===== src/rtl/esdi_cmd_master.sv =====
// rtl/esdi_cmd_master.sv - ESDI serial command master with status word readback
//
// Sends a 16-bit command plus its odd-parity bit to an ESDI drive, one bit per
// transfer_req/transfer_ack handshake, MSB first. It then reads back
// cmd_rsp_words status words of 17 bits each (16 data bits MSB first, then
// parity) and waits for command_complete. Done pulses for one cycle with the
// status: 00 ok, 01 timeout, 10 attention, 11 parity error.
//
// Ports:
//   aclk, areset                      clock, asynchronous active-high reset
//   cmd_valid/cmd_ready               command handshake (accepted only in IDLE)
//   cmd_data[15:0], cmd_rsp_words[2:0] command word, status words to read back
//   rsp_valid/rsp_ready               status word handshake
//   rsp_data[15:0], rsp_parity_err    received status word and its parity flag
//   done, done_status[1:0], busy      completion pulse/status, activity flag
//   esdi_transfer_req, esdi_command_data                        drive outputs
//   esdi_transfer_ack, esdi_confstat_data,
//   esdi_command_complete, esdi_attention                       drive inputs (async)
//
// Configuration: define ESDI_CMD_PARITY_CHECK_EN to check status word parity.
// Without it the parity bit is received but discarded.
module esdi_cmd_master #(
  parameter int DATA_SETUP = 6,
  parameter int TIMEOUT    = 1_000_000
) (
  input  logic        aclk,
  input  logic        areset,
  input  logic        cmd_valid,
  output logic        cmd_ready,
  input  logic [15:0] cmd_data,
  input  logic [2:0]  cmd_rsp_words,
  output logic        rsp_valid,
  input  logic        rsp_ready,
  output logic [15:0] rsp_data,
  output logic        rsp_parity_err,
  output logic        done,
  output logic [1:0]  done_status,
  output logic        busy,
  output logic        esdi_transfer_req,
  output logic        esdi_command_data,
  input  logic        esdi_transfer_ack,
  input  logic        esdi_confstat_data,
  input  logic        esdi_command_complete,
  input  logic        esdi_attention
);

  localparam logic [3:0] S_IDLE     = 4'd0;
  localparam logic [3:0] S_TX_SETUP = 4'd1;
  localparam logic [3:0] S_TX_REQ   = 4'd2;
  localparam logic [3:0] S_TX_REL   = 4'd3;
  localparam logic [3:0] S_RX_REQ   = 4'd4;
  localparam logic [3:0] S_RX_REL   = 4'd5;
  localparam logic [3:0] S_RX_HOLD  = 4'd6;
  localparam logic [3:0] S_CMPL     = 4'd7;
  localparam logic [3:0] S_DONE     = 4'd8;

`ifdef ESDI_CMD_PARITY_CHECK_EN
  localparam int RXW = 17;
`else
  localparam int RXW = 16;
`endif

  // Two-flop synchronizers, bit order {attention, complete, confstat, ack}
  logic [3:0] sync1_q, sync2_q;
  logic       ack_s, conf_s, cmpl_s, attn_s;

  always_ff @(posedge aclk or posedge areset) begin
    if (areset) begin
      sync1_q <= '0;
      sync2_q <= '0;
    end else begin
      sync1_q <= {esdi_attention, esdi_command_complete, esdi_confstat_data, esdi_transfer_ack};
      sync2_q <= sync1_q;
    end
  end

  assign {attn_s, cmpl_s, conf_s, ack_s} = sync2_q;

  logic [3:0]     state_q, state_d;
  logic [16:0]    shift_q, shift_d;
  logic [RXW-1:0] rx_q, rx_d;
  logic [4:0]     bit_cnt_q, bit_cnt_d;
  logic [2:0]     words_q, words_d;
  logic [31:0]    wait_q, wait_d;
  logic           req_q, req_d;
  logic           cdata_q, cdata_d;
  logic           perr_q, perr_d;
  logic [1:0]     status_q, status_d;
  logic           word_perr;
  logic           tmo_state;

`ifdef ESDI_CMD_PARITY_CHECK_EN
  assign word_perr = ((~^rx_q[16:1]) != rx_q[0]);
`else
  assign word_perr = 1'b0;
`endif

  assign tmo_state = (state_q == S_TX_REQ) || (state_q == S_TX_REL) ||
                     (state_q == S_RX_REQ) || (state_q == S_RX_REL) ||
                     (state_q == S_CMPL);

  always_comb begin
    state_d   = state_q;
    shift_d   = shift_q;
    rx_d      = rx_q;
    bit_cnt_d = bit_cnt_q;
    words_d   = words_q;
    req_d     = req_q;
    cdata_d   = cdata_q;
    perr_d    = perr_q;
    status_d  = status_q;

    case (state_q)
      S_IDLE: begin
        if (cmd_valid) begin
          shift_d   = {cmd_data, ~^cmd_data};
          words_d   = cmd_rsp_words;
          bit_cnt_d = '0;
          perr_d    = 1'b0;
          cdata_d   = cmd_data[15];
          state_d   = S_TX_SETUP;
        end
      end
      S_TX_SETUP: begin
        cdata_d = shift_q[16];
        if (wait_q == 32'(DATA_SETUP - 1)) begin
          req_d   = 1'b1;
          state_d = S_TX_REQ;
        end
      end
      S_TX_REQ: begin
        if (ack_s) begin
          req_d     = 1'b0;
          shift_d   = {shift_q[15:0], 1'b0};
          bit_cnt_d = bit_cnt_q + 5'd1;
          state_d   = S_TX_REL;
        end
      end
      S_TX_REL: begin
        if (!ack_s) begin
          if (bit_cnt_q < 5'd17) begin
            // Next bit goes out on entry so it gets the full setup window
            cdata_d = shift_q[16];
            state_d = S_TX_SETUP;
          end else begin
            cdata_d   = 1'b0;
            bit_cnt_d = '0;
            state_d   = (words_q != 3'd0) ? S_RX_REQ : S_CMPL;
          end
        end
      end
      S_RX_REQ: begin
        req_d = 1'b1;
        if (ack_s) begin
          // Without parity checking the 17th (parity) bit is not shifted in
          if (RXW == 17 || bit_cnt_q != 5'd16)
            rx_d = {rx_q[RXW-2:0], conf_s};
          bit_cnt_d = bit_cnt_q + 5'd1;
          req_d     = 1'b0;
          state_d   = S_RX_REL;
        end
      end
      S_RX_REL: begin
        if (!ack_s) begin
          if (bit_cnt_q < 5'd17) begin
            state_d = S_RX_REQ;
          end else begin
            bit_cnt_d = '0;
            state_d   = S_RX_HOLD;
          end
        end
      end
      S_RX_HOLD: begin
        if (rsp_ready) begin
          perr_d  = perr_q | word_perr;
          words_d = words_q - 3'd1;
          state_d = (words_q == 3'd1) ? S_CMPL : S_RX_REQ;
        end
      end
      S_CMPL: begin
        if (cmpl_s) begin
          status_d = perr_q ? 2'b11 : 2'b00;
          state_d  = S_DONE;
        end
      end
      S_DONE:  state_d = S_IDLE;
      default: state_d = S_IDLE;
    endcase

    // Attention outranks timeout and ack; both abort with the lines released
    if (state_q != S_IDLE && state_q != S_DONE && attn_s) begin
      state_d  = S_DONE;
      status_d = 2'b10;
      req_d    = 1'b0;
      cdata_d  = 1'b0;
    end else if (tmo_state && wait_q == 32'(TIMEOUT)) begin
      state_d  = S_DONE;
      status_d = 2'b01;
      req_d    = 1'b0;
      cdata_d  = 1'b0;
    end

    wait_d = (state_d != state_q) ? '0 : wait_q + 32'd1;
  end

  always_ff @(posedge aclk or posedge areset) begin
    if (areset) begin
      state_q   <= S_IDLE;
      shift_q   <= '0;
      rx_q      <= '0;
      bit_cnt_q <= '0;
      words_q   <= '0;
      wait_q    <= '0;
      req_q     <= 1'b0;
      cdata_q   <= 1'b0;
      perr_q    <= 1'b0;
      status_q  <= 2'b00;
    end else begin
      state_q   <= state_d;
      shift_q   <= shift_d;
      rx_q      <= rx_d;
      bit_cnt_q <= bit_cnt_d;
      words_q   <= words_d;
      wait_q    <= wait_d;
      req_q     <= req_d;
      cdata_q   <= cdata_d;
      perr_q    <= perr_d;
      status_q  <= status_d;
    end
  end

  assign cmd_ready         = (state_q == S_IDLE);
  assign busy              = (state_q != S_IDLE);
  assign rsp_valid         = (state_q == S_RX_HOLD);
  assign rsp_data          = rx_q[RXW-1 -: 16];
  assign rsp_parity_err    = rsp_valid && word_perr;
  assign done              = (state_q == S_DONE);
  assign done_status       = status_q;
  assign esdi_transfer_req = req_q;
  assign esdi_command_data = cdata_q;

endmodule

===== config.mk =====
export PLATFORM = sky130hd
export DESIGN_NAME = esdi_cmd_master
export DESIGN_NICKNAME = d
export VERILOG_FILES = /design/src/rtl/esdi_cmd_master.sv
export SDC_FILE = /design/constraint.sdc
export NUM_CORES = 1
export LEC_CHECK = 0
export BUFFER_PORTS_ARGS = -buffer_cell sky130_fd_sc_hd__buf_2
export CELL_PAD_IN_SITES_DETAIL_PLACEMENT = 0
export CELL_PAD_IN_SITES_GLOBAL_PLACEMENT = 2
export CORE_ASPECT_RATIO = 0.8
export CORE_MARGIN = 2
export CORE_UTILIZATION = 35
export CTS_CLUSTER_SIZE = 25
export DETAILED_ROUTE_END_ITERATION = 7
export HOLD_SLACK_MARGIN = 0.06
export PLACE_DENSITY = 0.79
export SLEW_MARGIN = 30
export SYNTH_ARGS = -nofsm -noshare
export SYNTH_HDL_FRONTEND = slang
export SYNTH_SLANG_ARGS = --single-unit

===== constraint.sdc =====
create_clock -name aclk -period 4.4 [get_ports aclk]
set_input_delay 0.88 -clock aclk [delete_from_list [all_inputs] [get_ports aclk]]
set_output_delay 0.88 -clock aclk [all_outputs]
set_load 0.02 [all_outputs]

Yosys cells after proc, flatten, opt, wreduce, memory -nomap -nowiden
Cells that the tools add are included.

Equality and inequality tests: 24. Reduce and logical (&&, ||, !) cells: 27. Muxes and demuxes: 43. Add/subtract/negate cells: 3. Magnitude comparators: 1.

Operators with widths (count): $mux W4 (10); $mux W17 (2); $pmux W17 S2 (1); $add A32 B1 Y32 const B (1); $eq A32 B20 Y1 const B (1); $eq A32 B3 Y1 const B (1); $mux W32 (1); $pmux W4 S8 (1); $mux W5 (4); $eq A4 B3 Y1 const B (4); $reduce_xnor A16 Y1 (1); $pmux W5 S3 (1); $reduce_and A3 Y1 (5); $mux W2 (7); $ne A4 B2 Y1 const B (3); $reduce_bool A3 Y1 (4); $mux W1 (10); $reduce_bool A5 Y1 (2); $mux W3 (3); $eq A4 B2 Y1 const B (2); $ne A2 B2 Y1 const B (4); $ne A4 B4 Y1 const B (2); $pmux W1 S3 (2); $pmux W3 S2 (1); 17 further kinds (25).

Output and inout bits: 25. Register bits after elaboration: 89. Word-level logic and storage cells: 109. Bits of input ports: 27.

Longest topological paths before layout
Depth after elaboration: 10. Gate-level depth with buffers: 9. Gate-level depth less buffers: 8.

Worst setup path after synthesis
Ideal clock, no wire load.

Path type: in2reg. Start: in cmd_valid. End: reg wait_q[0]. Data required time: 4.293 ns. Stages: 6. Slack: 2.034 ns. Arrival time: 2.259 ns. Path through: mux2_2 > nand3_1 > o2111ai_2 > mux2i_1 > o2111ai_4 > a2111oi_4.

Cells in the longest elaborated chain, start to end: 6.

RTL lines: start: declaration (RTL line 28) `input logic cmd_valid,`; $mux W4 (RTL line 115) `if (cmd_valid) begin`; $pmux W4 S8 (RTL line 113) `case (state_q)`; $mux W4 (RTL line 196) `end else if (tmo_state && wait_q == 32'(TIMEOUT)) begin`; $mux W4 (RTL line 191) `if (state_q != S_IDLE && state_q != S_DONE && attn_s) begin`; $ne A4 B4 Y1 (RTL line 203) `wait_d = (state_d != state_q) ? '0 : wait_q + 32'd1;`; $mux W32 (RTL line 203); net wait_d[0] (RTL line 84) `logic [31:0] wait_q, wait_d;`; end signal: assignment (RTL line 224) `wait_q <= wait_d;`; end: declaration (RTL line 84).

The timed path passes the listed nets, and every way through them passes these cells. A chain may end at the register's enable or synchronous reset.

Final worst setup path
Start: reg state_q[1]. End: reg wait_q[20].

Cells in the longest elaborated chain, start to end: 10.

RTL lines: start: declaration (RTL line 79) `logic [3:0] state_q, state_d;`; start signal: assignment (RTL line 219) `state_q <= state_d;`; $eq A4 B2 Y1 (RTL line 98, 113); $logic_or A1 B1 Y1 (2 in series) (RTL line 98) `assign tmo_state = (state_q == S_TX_REQ) || (state_q == S_TX_REL) ||`; $logic_or A1 B1 Y1 (2 in series) (RTL line 99) `(state_q == S_RX_REQ) || (state_q == S_RX_REL) ||`; $logic_and A1 B1 Y1 (RTL line 196); $mux W4 (RTL line 196); $mux W4 (RTL line 191); $ne A4 B4 Y1 * (RTL line 203); $mux W32 * (RTL line 203); net wait_d[20] (RTL line 84).

Mark *: on every way through the listed nets, which the timed path passes. The rest lies on a longest branch.

==> key figures <==
Global route
  – Global router's overall resource usage: 15.85%
  – Sum of overflow across all layers after global routing: 0
  – Largest net degree at the start of global routing: 34
  – Wire length of the first global-routing pass: between 15 and 20 mm
  – Number of global-route vias before repair: ~3600
  – Number of antenna violations at the first check in global routing: 0

Yosys
  – Fraction of the yosys area taken by sequential cells: 45.55%
  – Post-Syn Area per Cell: just under 10 µm²
  – Cell area after technology mapping: 4890 µm²
  – Yosys Warn Count: 0
  – Netlist cell types: 61
  – Post-synthesis sequential element count: 89
  – Syn nets: approximately 540
  – Post-synth EDFFs: 0
  – Synthesized instance count: 501
  – Main flop type after synthesis: dfrtp_1
  – Share of flip-flops with an asynchronous set or reset after synthesis: 100.0%

Timing
  – Final critical-path required period: ~3.0 ns
  – Post-route setup TNS: 0 ns
  – Minimum hold slack: 0.3490 ns
  – Worst-case clock skew: ~0.0060 ns
  – RSZ-0062 raised after global routing: no
  – Headroom to the max-slew limit: 43.05%
  – Slew Limit Fails: 0
  – Ratio of final minimum period to clock period: 68.09%
  – Number of hold violations in the final report: 0
  – Slew of the pin with the lowest slew margin: 0.8517 ns
  – Fmax: 0.3338 GHz
  – Count of final setup violators: 0

Floorplanning
  – Die outline height: approximately 110 µm
  – Count of boundary I/O pins: 52
  – CORE AREA: 13600 µm²
  – Horizontal die dimension: about 140 µm
  – Floorplan die area: 14940 µm²
  – Number of rows created at floorplan: 38
  – Starting density of the core: 35.96%

Routing
  – Via count: about 3700
  – Routed wirelength normalized by instance count: 14.94 µm
  – Vias per cell: 5.119
  – DRC violation count after routing: 0
  – First-pass iteration count of the detailed router: 4
  – Post-route ant nets: 0
  – Number of DRC markers in iteration 0: 180
  – Routed wire length: 10.80 mm

Power and ir drop
  – Power share of the clock group: 32.6%
  – Design internal power: 1.613 mW
  – Max VDD drop: 0.2578 mV
  – Share of power burned in combinational logic: 24.3%
  – Standby leakage power: 2.494 nW
  – Switching power total: 822.1 µW
  – Cell area power density: between 400 and 500 nW/µm²
  – Sequential Power Share: 43.0%
  – Fraction of power spent switching nets: 33.76%

Clock network
  – CTS HTree Levels: 3
  – Root buf cell: clkbuf_16
  – Clock-pin slew on the worst setup and hold paths: 0.07 ns
  – CTS sink cnt: 89
  – Count of buffers added by post-CTS timing repair for setup: 0
  – Number of cells upsized or downsized after cts: 0
  – Clock tree from TritonCTS: done
  – Number of buffers inserted by hold repair at cts: 0
  – CTS Buffer Depth: 2
  – Num CTS Buffers: 9
  – Clock latency reported for the late side of the worst-skew pair: 0.35 ns

Setup path
  – Critical path cell sequence: or2_2, o21ai_1, o31ai_4, nor2_1, buf_4, o21ai_0, a21oi_1
  – Critical path class: reg -> reg
  – Critical Path Slowest Stage Cell: nor2_1
  – Delay of the slowest cell on the worst path: roughly 0.67 ns
  – Worst path buffer plus inverter count: 1
  – Stages on the worst setup path: 7
  – Depth of the worst register-to-register path: 7
  – WP data arrival: 3.27 ns
  – Type of element launching the critical path: register
  – Top cell family by delay on the critical path: simple AND/OR/NAND/NOR gates
  – Required @ worst endpoint: 4.68 ns
  – Kind of end point of the critical path: register
  – Largest fanout of any net on the critical path: 21

Min path
  – HP Class: reg -> reg
  – Worst Hold Path Cells: 0

Finish
  – Design area: 5600 µm²
  – Area of the multi-input gates: 2456 µm²
  – Area growth from synthesis to final layout: 14.53%
  – Number of fillers in the final layout: about 1400
  – # diodes: 0
  – Share of final-layout standard cells stronger than drive strength 1: 19.34%
  – Sequential cell area in the final layout: 2227 µm²
  – Nets@finish: 573

Flow run
  – # Max-Cap Violations: 0

Placement
  – Buffers added on ports: 50
  – Area of placed instances: between 5000 and 6000 µm²
  – Weighted congestion at the end of routability-driven global placement: ~0.81
  – Final HPWL DP: between 7 and 8 mm

Run status
  – Run status: finished clean
per-layer routing:
metal	wire [µm]	global-route usage (%)	part of all wire (%)	vias up
met1	5620	23.03	52	1787
li1	-	-	-	1835
met5	0	0	0	-
met4	139	4.911	1.3	0
met2	4501	22.22	42	67
met3	541	5.164	5.0	12
Yosys cell counts (2+ instances only):
library cell	count	share of area [%]
dfrtp_1	89	46
nand2_1	65	5.0
a21oi_1	36	3.7
o21ai_0	30	3.1
xnor2_1	27	4.8
inv_1	21	1.6
buf_2	18	1.8
nor2_1	18	1.4
xor2_1	18	3.2
mux2_2	17	3.9
mux2i_1	17	3.5
nand3_1	17	1.7
nor4_1	15	1.9
nand4_1	11	1.4
clkbuf_1	9	0.69
nor2b_1	9	1.2
nor3_1	9	0.92
ha_1	8	2.0
a31oi_1	4	0.51
and4_1	4	0.72
nand2b_1	4	0.51
o31ai_1	4	0.61
or4_1	4	0.61
o2111ai_1	3	0.54
or2_2	3	0.38
or3_1	3	0.38
and3_1	2	0.26
and3b_1	2	0.36
nor4b_1	2	0.36
final cells by class:
type                       count  share of cell area, %
multi-input combinational    362                  43.86
tap                          180                  4.021
clock inverter                 5                  1.095
inverter                      21                  1.430
timing repair buffer          55                  5.496
clock buffer                  11                  4.334
sequential                    89                  39.77
final timing paths:
check | end | slack [ns] | from
setup / recovery | wait_q[20]$_DFF_PP0_ | 1.40 | state_q[1]$_DFF_PP0_
max in group asynchronous | wait_q[6]$_DFF_PP0_ | 3.07 | areset
hold / removal | sync2_q[3]$_DFF_PP0_ | 0.35 | sync1_q[3]$_DFF_PP0_
min in group asynchronous | wait_q[12]$_DFF_PP0_ | 0.53 | areset
setup reg to reg | wait_q[20]$_DFF_PP0_ | 1.40 | state_q[1]$_DFF_PP0_
hold reg to reg | sync2_q[3]$_DFF_PP0_ | 0.35 | sync1_q[3]$_DFF_PP0_
per-stage QoR:
step                total power, mW  util [%]  std cells  worst slack, ns
finish                        2.435     41.19        723            1.404
floorplan                     1.499         -        501            1.213
global placement              1.652     38.69        706            1.407
global route                  2.592     41.19        723            1.183
CTS                           2.468     40.93        722            1.349
detailed placement            1.662     38.69        706            1.347
state kept, by name (all words and copies together), names as in the netlist:
signal             count
esdi_command_data      1
sync1_q                4
state_q                4
bit_cnt_q              5
done_status            2
esdi_transfer_req      1
wait_q                32
rsp_data              16
sync2_q                4
shift_q               17
words_q                3
cells by family after synthesis:
kind of cell / Yosys count / share of synthesized area [%]
other: 1 / 0.07669
xor gates and xnor gates: 45 / 8.060
AOI/OAI and AO/OA: 98 / 13.79
DFF: 89 / 45.55
and+or+nand+nor: 176 / 18.71
muxes: 34 / 7.395
adders and majority gates: 8 / 2.047
buffers and inverters: 50 / 4.376
placed cells by master (no fill, tap or decap), types with 14 or more instances in the layout:
cell / synthesis / layout
mux2_2: 17 / 17
nor4_1: 15 / 14
xnor2_1: 27 / 27
a21oi_1: 36 / 36
inv_1: 21 / 20
mux2i_1: 17 / 17
buf_2: 18 / 50
nand3_1: 17 / 17
o21ai_0: 30 / 30
dfrtp_1: 89 / 89
xor2_1: 18 / 18
nor2_1: 18 / 18
nand2_1: 65 / 65
power by group through the flow:
| stage | Sequential, mW | Clock (mW) | Combinational [mW] |
|---|---|---|---|
| finish | 1.05 | 0.795 | 0.592 |
| global route | 1.07 | 0.850 | 0.670 |
| CTS | 1.05 | 0.820 | 0.600 |
| detailed placement | 1.06 | 0 | 0.599 |
| global placement | 1.06 | 0 | 0.591 |
| floorplan | 1.02 | 0 | 0.475 |
(Power assumes the default switching activity.)
